$ cat src/rtl/data_memory_sized.sv
// data_memory_sized
//   Byte-addressable data memory with byte / half / word loads and stores,
//   alignment and range checking, and a configurable read latency.
//   A small three-state controller (IDLE, BUSY, DONE) sequences each
//   transaction and raises a one-cycle done pulse when it completes.
//
// Parameters
//   DATA_WIDTH   : word width in bits, a multiple of 32
//   MEMORY_DEPTH : number of words
//   BASE_ADDR    : byte address of word 0
//   READ_LATENCY : cycles from load acceptance to done_o, 1..4
//
// Ports
//   clk          : clock, all state changes on the rising edge
//   reset        : synchronous active-high reset
//   req_i        : transaction request, accepted when ready_o is high
//   ready_o      : block can accept a request this cycle (IDLE or DONE)
//   we_i         : 1 = store, 0 = load
//   size_i       : 00 byte, 01 half, 10 word, 11 illegal
//   unsigned_i   : loads zero-extend when 1, sign-extend when 0
//   address_i    : byte address
//   write_data_i : store data, right-aligned
//   read_data_o  : load result, right-aligned and extended
//   done_o       : one-cycle completion pulse
//   error_o      : qualifies done_o, the transaction faulted

module data_memory_sized #(
  parameter int unsigned DATA_WIDTH   = 32,
  parameter int unsigned MEMORY_DEPTH = 64,
  parameter logic [31:0] BASE_ADDR    = 32'h10010000,
  parameter int unsigned READ_LATENCY = 1
) (
  input  logic                  clk,
  input  logic                  reset,
  input  logic                  req_i,
  output logic                  ready_o,
  input  logic                  we_i,
  input  logic [1:0]            size_i,
  input  logic                  unsigned_i,
  input  logic [31:0]           address_i,
  input  logic [DATA_WIDTH-1:0] write_data_i,
  output logic [DATA_WIDTH-1:0] read_data_o,
  output logic                  done_o,
  output logic                  error_o
);

  localparam int unsigned BYTES = DATA_WIDTH / 8;
  localparam int unsigned OFF_W = $clog2(BYTES);
  localparam int unsigned IDX_W = (MEMORY_DEPTH > 1) ? $clog2(MEMORY_DEPTH) : 1;
  localparam int unsigned CNT_W = 2;
  localparam logic [CNT_W-1:0] LAT_INIT = CNT_W'(READ_LATENCY - 1);

  typedef enum logic [1:0] {
    IDLE = 2'b00,
    BUSY = 2'b01,
    DONE = 2'b10
  } state_e;

  state_e                state_q;
  logic [CNT_W-1:0]      latCount_q;
  logic [CNT_W-1:0]      latCount_d;
  logic [DATA_WIDTH-1:0] readData_q;
  logic [DATA_WIDTH-1:0] pendingData_q;
  logic                  error_q;

  logic [DATA_WIDTH-1:0] mem [MEMORY_DEPTH];

  logic                  accept;
  logic [31:0]           relAddr;
  logic [31:0]           wordIndex;
  logic [OFF_W-1:0]      offset;
  logic [IDX_W-1:0]      memIdx;
  logic                  misaligned;
  logic                  outOfRange;
  logic                  fault;
  logic                  memWrite;
  logic [BYTES-1:0]      byteEn;
  logic [DATA_WIDTH-1:0] wrData;
  logic [DATA_WIDTH-1:0] rawWord;
  logic [DATA_WIDTH-1:0] shifted;
  logic [DATA_WIDTH-1:0] loadValue;

  assign ready_o     = (state_q != BUSY);
  assign done_o      = (state_q == DONE);
  assign error_o     = error_q;
  assign read_data_o = readData_q;

  assign accept     = req_i && ready_o;
  assign latCount_d = latCount_q - 1'b1;

  // Addresses are made relative to BASE_ADDR first; an address below the
  // base wraps to a huge index, but it is also rejected explicitly.
  assign relAddr    = address_i - BASE_ADDR;
  assign wordIndex  = relAddr >> OFF_W;
  assign offset     = relAddr[OFF_W-1:0];
  assign memIdx     = wordIndex[IDX_W-1:0];
  assign outOfRange = (address_i < BASE_ADDR) || (wordIndex >= 32'(MEMORY_DEPTH));
  assign fault      = (size_i == 2'b11) || misaligned || outOfRange;
  assign memWrite   = !reset && accept && we_i && !fault;

  // Halves must sit on an even byte, full words on lane 0.
  always_comb begin
    misaligned = 1'b0;
    case (size_i)
      2'b01:   misaligned = offset[0];
      2'b10:   misaligned = (offset != '0);
      default: misaligned = 1'b0;
    endcase
  end

  // Store data is replicated across every lane so that the byte enables
  // alone decide which lanes are written.
  always_comb begin
    byteEn = '0;
    wrData = write_data_i;
    case (size_i)
      2'b00: begin
        byteEn = BYTES'(1) << offset;
        wrData = {BYTES{write_data_i[7:0]}};
      end
      2'b01: begin
        byteEn = BYTES'(3) << offset;
        wrData = {(BYTES / 2){write_data_i[15:0]}};
      end
      2'b10:   byteEn = '1;
      default: byteEn = '0;
    endcase
  end

  // Storage array: never reset or initialised, only addressed lanes change.
  always_ff @(posedge clk) begin
    if (memWrite) begin
      for (int b = 0; b < BYTES; b++) begin
        if (byteEn[b]) begin
          mem[memIdx][b*8 +: 8] <= wrData[b*8 +: 8];
        end
      end
    end
  end

  // Load path: select the addressed lanes and extend them to full width.
  always_comb begin
    rawWord   = mem[memIdx];
    shifted   = rawWord >> {offset, 3'b000};
    loadValue = shifted;
    case (size_i)
      2'b00:   loadValue = {{(DATA_WIDTH - 8){!unsigned_i && shifted[7]}}, shifted[7:0]};
      2'b01:   loadValue = {{(DATA_WIDTH - 16){!unsigned_i && shifted[15]}}, shifted[15:0]};
      default: loadValue = shifted;
    endcase
  end

  // Transaction controller. Load data is captured at the acceptance edge;
  // with a multi-cycle latency it waits in pendingData_q so read_data_o
  // keeps the previous result until the new load reaches DONE.
  always_ff @(posedge clk) begin
    if (reset) begin
      state_q       <= IDLE;
      latCount_q    <= '0;
      readData_q    <= '0;
      pendingData_q <= '0;
      error_q       <= 1'b0;
    end else begin
      case (state_q)
        IDLE, DONE: begin
          if (accept) begin
            if (fault) begin
              state_q    <= DONE;
              error_q    <= 1'b1;
              readData_q <= '0;
            end else if (we_i) begin
              state_q    <= DONE;
              error_q    <= 1'b0;
              readData_q <= '0;
            end else if (READ_LATENCY <= 1) begin
              state_q    <= DONE;
              error_q    <= 1'b0;
              readData_q <= loadValue;
            end else begin
              state_q       <= BUSY;
              error_q       <= 1'b0;
              latCount_q    <= LAT_INIT;
              pendingData_q <= loadValue;
            end
          end else begin
            state_q <= IDLE;
            error_q <= 1'b0;
          end
        end
        BUSY: begin
          latCount_q <= latCount_d;
          if (latCount_d == '0) begin
            state_q    <= DONE;
            readData_q <= pendingData_q;
          end
        end
        default: begin
          state_q    <= IDLE;
          latCount_q <= '0;
          error_q    <= 1'b0;
        end
      endcase
    end
  end

endmodule

$ cat config.mk
export PLATFORM = sky130hd
export DESIGN_NAME = data_memory_sized
export DESIGN_NICKNAME = d
export VERILOG_FILES = /design/src/rtl/data_memory_sized.sv
export SDC_FILE = /design/constraint.sdc
export NUM_CORES = 2
export LEC_CHECK = 0
export CORE_MARGIN = 5
export CORE_UTILIZATION = 30
export CTS_CLUSTER_DIAMETER = 100
export DETAILED_ROUTE_END_ITERATION = 10
export PLACE_DENSITY = 0.44
export SLEW_MARGIN = 20
export SYNTH_ARGS = -nofsm -noshare
export SYNTH_HDL_FRONTEND = slang
export SYNTH_SLANG_ARGS = --single-unit
$ cat constraint.sdc
create_clock -name clk -period 3.95 [get_ports clk]
set_input_delay 0.79 -clock clk [delete_from_list [all_inputs] [get_ports clk]]
set_output_delay 0.79 -clock clk [all_outputs]
set_load 0.01 [all_outputs]
---- Word-level counts from Yosys, hierarchy flattened ----
Memories as Yosys holds them, arrays and structs flattened.
Cells that the tools add are included.
operators by class
  shift-type cells ........................ 3
  equality and inequality tests ........... 8
  order comparisons ....................... 2
  muxes and demuxes ....................... 28
  reduce and logical (&&, ||, !) cells .... 19
  $add $sub $neg .......................... 2
operator list
  operator                  count
  $pmux W32 S2              3
  $mux W32                  4
  $lt A32 B29 Y1 const B    1
  $shr A32 B5 Y32           1
  $sub A32 B29 Y32 const B  1
  $ge A30 B7 Y1 const B     1
  $mux W1                   14
  $pmux W4 S3               1
  $pmux W2 S2               2
  $eq A2 B2 Y1 const B      3
  $logic_and A1 B1 Y1       6
  $logic_not A2 Y1          3
  $eq A2 B1 Y1 const B      2
  $mux W2                   2
  $ne A2 B2 Y1 const B      2
  $pmux W1 S2               2
  $reduce_bool A2 Y1        2
  $shl A1 B2 Y4 const A     1
  $shl A2 B2 Y4 const A     1
  $logic_not A1 Y1          3
  $logic_or A1 B1 Y1        3
  $reduce_and A3 Y1         1
  $ne A2 B1 Y1 const B      1
  $reduce_or A2 Y1          1
  $sub A2 B1 Y2 const B     1
word-level totals
  register bits ........................... 37
  logic and storage cells ................. 67
  output and inout port bits .............. 35
  input port bits ......................... 71
  memories ................................ 1
  memory bits (writable) .................. 2,048
memory list
  memory  words  bits a word  rd ports  clocked after memory_dff  wr ports  line  text
  mem     64     32           1         0                         1         66    logic [DATA_WIDTH-1:0] mem [MEMORY_DEPTH];

---- Longest topological paths before layout ----
  depth in word-level cells ............... 9
  mapped depth ............................ 17
  mapped depth without buffers ............ 10

---- Worst setup path after synthesis ----
Ideal clock, no wire load.
  path type ............................... input to register
  start point ............................. input port address_i[3]
  end point ............................... memory mem[57][16], enable pin
  buffers on the path ..................... 9
  stages .................................. 12
  setup time .............................. 370 ps
  data required time ...................... 3,580 ps
  slack ................................... 454 ps
  arrival ................................. 3,126 ps
  cell sequence ........................... buf_6 buf_6 buf_6 buf_6 buf_6 nor3b_1 buf_2 buf_2 buf_2 buf_1 nand2_1 nor2_1
between the ends
  word-level cells in the longest chain between the ends .. 8
  elaborated cells between the ends (all ways) .. 9
  classes of those cells .................. add/sub (1); order compare (2); mux (2); reduce/logical (4)
ends and longest elaborated chain
  item                           line  text
  start, declared                40    input logic [31:0] address_i,
  $sub A32 B29 Y32               93    assign relAddr = address_i - BASE_ADDR;
  $ge A30 B7 Y1                  97    assign outOfRange = (address_i < BASE_ADDR) || (wordIndex >= 32'(MEMORY_DEPTH));
  $logic_or A1 B1 Y1             97
  $logic_or A1 B1 Y1             98    assign fault = (size_i == 2'b11) || misaligned || outOfRange;
  $logic_not A1 Y1               99    assign memWrite = !reset && accept && we_i && !fault;
  $logic_and A1 B1 Y1            99
  $mux W1                        132   if (memWrite) begin
  $mux W1 (implied by the code)  135   mem[memIdx][b*8 +: 8] <= wrData[b*8 +: 8];
  end, declared                  66
Several ways; a longest one is shown, not always the timed one.

---- Worst setup path in the final report ----
  start point ............................. input port address_i[5]
  end point ............................... register readData_q[20], in the netlist read_data_o[20]
between the ends
  word-level cells in the longest chain between the ends .. 9
  elaborated cells between the ends (all ways) .. 14
  classes of those cells .................. add/sub (1); order compare (2); shift (1); mux (5); reduce/logical (4); memory (1)
ends and longest elaborated chain
  item                                           line      text
  $sub A32 B29 Y32                               93
  $mem_v2 Z64 W32                                n/a
  $shr A32 B5 Y32                                144       shifted = rawWord >> {offset, 3'b000};
  $logic_and A1 B1 Y1, on equally long branches  148, 147
  $pmux W32 S2                                   146       case (size_i)
  $mux W32                                       171       end else if (we_i) begin
  $mux W32 *                                     167       if (fault) begin
  $mux W32 *                                     166       if (accept) begin
  $pmux W32 S2 *                                 164       case (state_q)
  end signal, assigned                           178       readData_q <= loadValue;
  end signal, assigned                           194       readData_q <= pendingData_q;
  end, declared                                  62        logic [DATA_WIDTH-1:0] readData_q;
Mark *: on every way between the ends. The rest lies on a longest branch, timed or not. The select of a mux whose other input is x is not followed.
A chain may end at the register's enable or synchronous reset.

==> run metrics <==
proportion of synthesized area in mux cells 0.05921; outcome completed; dpl hpwl 228.1 mm; Seq pwr share 0.513; sum of buffers and inverters on the critical path 6; Adder-Cell Fraction of Synth Area 0.0006173; RSZ-0062 raised after global routing false; slew margin rel. 0.2475; Pint 36550 µW; number of gates resized after CTS 0; critical-path maximum fanout 13; antenna violation net count after detailed routing 0; post-route cell area 100700 µm²; required time of the critical path 4.71 ns; drt first pass iters 7; Num CTS Buffers 214; first-pass GRT wire length 442.2 mm; Final nets 5741; pre-CTS WS -0.7916 ns; largest family of logic cells by synthesized area compound AO/OA/AOI/OAI gates; Clock Latency Late Sink 0.88 ns; Rows 190; Largest stage delay, worst path 0.69 ns; Clock Power Share 0.411; hold buffers post-CTS 0; Post-synth ARST share 0; Synth cell types 83; Max Transition Viols Final 0; syn_area_per_cell 17.07 µm²; Worst-Margin Slew 1.118 ns; f_max 0.2584 GHz; number of flops mapped to enable cells by yosys 2048; #FFs+latches synth 2082; Seq/Total Area, Yosys 0.7669; cells after synthesis 4751; crit path capture type register; Tcrit/Tclk final 0.9799; P_leak 0.03277 µW; pwr dens 474.0 nW/µm²; CORE AREA 268600 µm²; share of cells above drive strength 1 0.2534; initial antenna violation count 13; R2R Setup Slk 0.26 ns; sw frac 0.2343; XOR/XNOR share of the synthesized area 0.0001080; grt ovf 0; final WL 327.7 mm; Mapped Nets 4826; GPL Wtd Cong 0.9379; routed vias/inst 5.474; vias in the first global route 50.35k; Post-Synth Simple-Gate Area 0.04910; Final Setup Violations 0; CP top delay family buffers and inverters; synthesized cell area 81080 µm²; most frequent cells in the layout edfxtp_1 (2048), buf_4 (781), a22oi_1 (329), nor2_1 (321), mux2i_1 (222); max cap viols 0; Residual DRC 0; Post-synth top flop edfxtp_1; post-CTS setup repair buffer count 0; Worst Hold Class primary input to register; gr usage total 0.2278; largest net degree at the start of global routing 65; # clock sinks 2082; CTS HTree Levels 4; Crit-path slowest cell clkdlybuf4s50_1; Die Ht 529.9 µm; DR iter-0 viols 5621; placed inst area 93990 µm²; routed vias 51.50k; most common cell after layout, fill and taps aside edfxtp_1; Initial Utilization 0.3018; Root Buffer clkbuf_16; Psw 11180 µW; compound-gate portion of the synthesized area 0.1019; CTS tree yes; Critical Path, Cell by Cell clkdlybuf4s50_1 > buf_4 > buf_4 > nand3_2 > buf_4 > o22ai_1 > o41ai_1 > buf_4 > o311ai_0 > a32oi_1 > buf_4 > o21ai_0; Worst setup SP type primary input; wire length per cell after detailed routing 34.83 µm; skew final 0.03199 ns; Clock Tree Buf Depth 3; worst hold slack 0.3237 ns; final hold vios 0; Area Growth Syn to Fin 24.19%; crit path time final 3.871 ns; post-route setup slack 0.07929 ns; # port buffers 104; warning count from the yosys run 0; die area 280800 µm²; CP arrival 4.63 ns; VDD IR max 0.4741 mV; combinational fraction of design power 0.076; most used cell along the critical path buf_4; CTS clk-pin slew, worst paths 0.06 ns; crit path kind primary input to register; die width 529.9 µm; IO Pins 106
-- cell families after synthesis --
family                     after synthesis
DFF                                   2082
AOI/OAI and AO/OA                     1096
and+or+nand+nor                        822
muxes                                  391
buffers and inverters                  354
adders and majority gates                4
other                                    1
xor gates and xnor gates                 1
-- stage by stage --
| stage | cells | TNS (ns) | util | power (µW) |
|---|---|---|---|---|
| final | 9408 | 0 | 0.3748 | 47730 |
| after global routing | 9406 | 0 | 0.3748 | 49040 |
| after CTS | 9404 | 0 | 0.3748 | 48030 |
| after detailed placement | 9002 | -27.47 | 0.3499 | 28530 |
| after global placement | 9002 | -24.06 | 0.3499 | 28520 |
| after floorplan | 4751 | 0 | - | 26340 |
-- power groups by stage --
stage	clock [µW]	sequential [µW]	combinational [µW]
floorplan	0	25000	1380
global placement	0	24900	3590
detailed placement	0	24900	3600
CTS	20000	24500	3610
global route	20900	24400	3720
finish	19600	24500	3640
-- worst paths after layout --
kind                   startpoint         endpoint  cells after the start
setup reg to reg      mem[61][31]  read_data_o[20]                     10
hold / removal    write_data_i[7]       mem[21][7]                      1
hold reg to reg   read_data_o[24]  read_data_o[24]                      2
setup / recovery     address_i[5]  read_data_o[20]                     12
-- sequential cells by signal, summed over array words and instances, names as in the netlist --
signal,count
state_q,1
mem,2048
error_o,1
read_data_o,32
-- cell type report --
| type | count | area (µm²) |
|---|---|---|
| fillers | 25316 | 167900 |
| flip-flops and latches | 2082 | 62180 |
| multi-input cells | 2315 | 17340 |
| repair buffers | 1040 | 9982 |
| clock buffers | 282 | 5714 |
| well taps | 3552 | 4444 |
| clock inverters | 120 | 972.2 |
| inverters | 13 | 55.05 |
| diodes | 4 | 10.01 |
-- worst register-to-register path, stage by stage (launching register included) --
cell and delay (ns):
edfxtp_1 0.35, mux2i_1 0.40, o22ai_1 0.38, o41ai_1 0.48, buf_4 0.18, nand3_1 0.11, nor4_1 0.65, o311ai_0 0.27
a32oi_1 0.36, buf_4 0.25, o21ai_0 0.13
-- synth_stat cells (all sizes together), types with 78 or more instances --
| library cell | count | area share |
|---|---|---|
| clkbuf | 140 | 0.0065 |
| o21ai | 78 | 0.0048 |
| nor2 | 329 | 0.015 |
| a22oi | 329 | 0.030 |
| a22o | 84 | 0.0091 |
| nand2 | 234 | 0.011 |
| mux2 | 109 | 0.015 |
| edfxtp | 2048 | 0.76 |
| buf | 201 | 0.015 |
| a221oi | 125 | 0.014 |
| mux2i | 222 | 0.027 |
| a21oi | 96 | 0.0059 |
-- per-layer routing --
metal	vias up	global-route usage	share of wire
li1	21315	-	-
met1	27285	0.3076	0.42
met2	2319	0.3581	0.46
met3	568	0.04881	0.079
met4	8	0.09231	0.047
met5	-	0	0.00013
(Power assumes the default switching activity.)
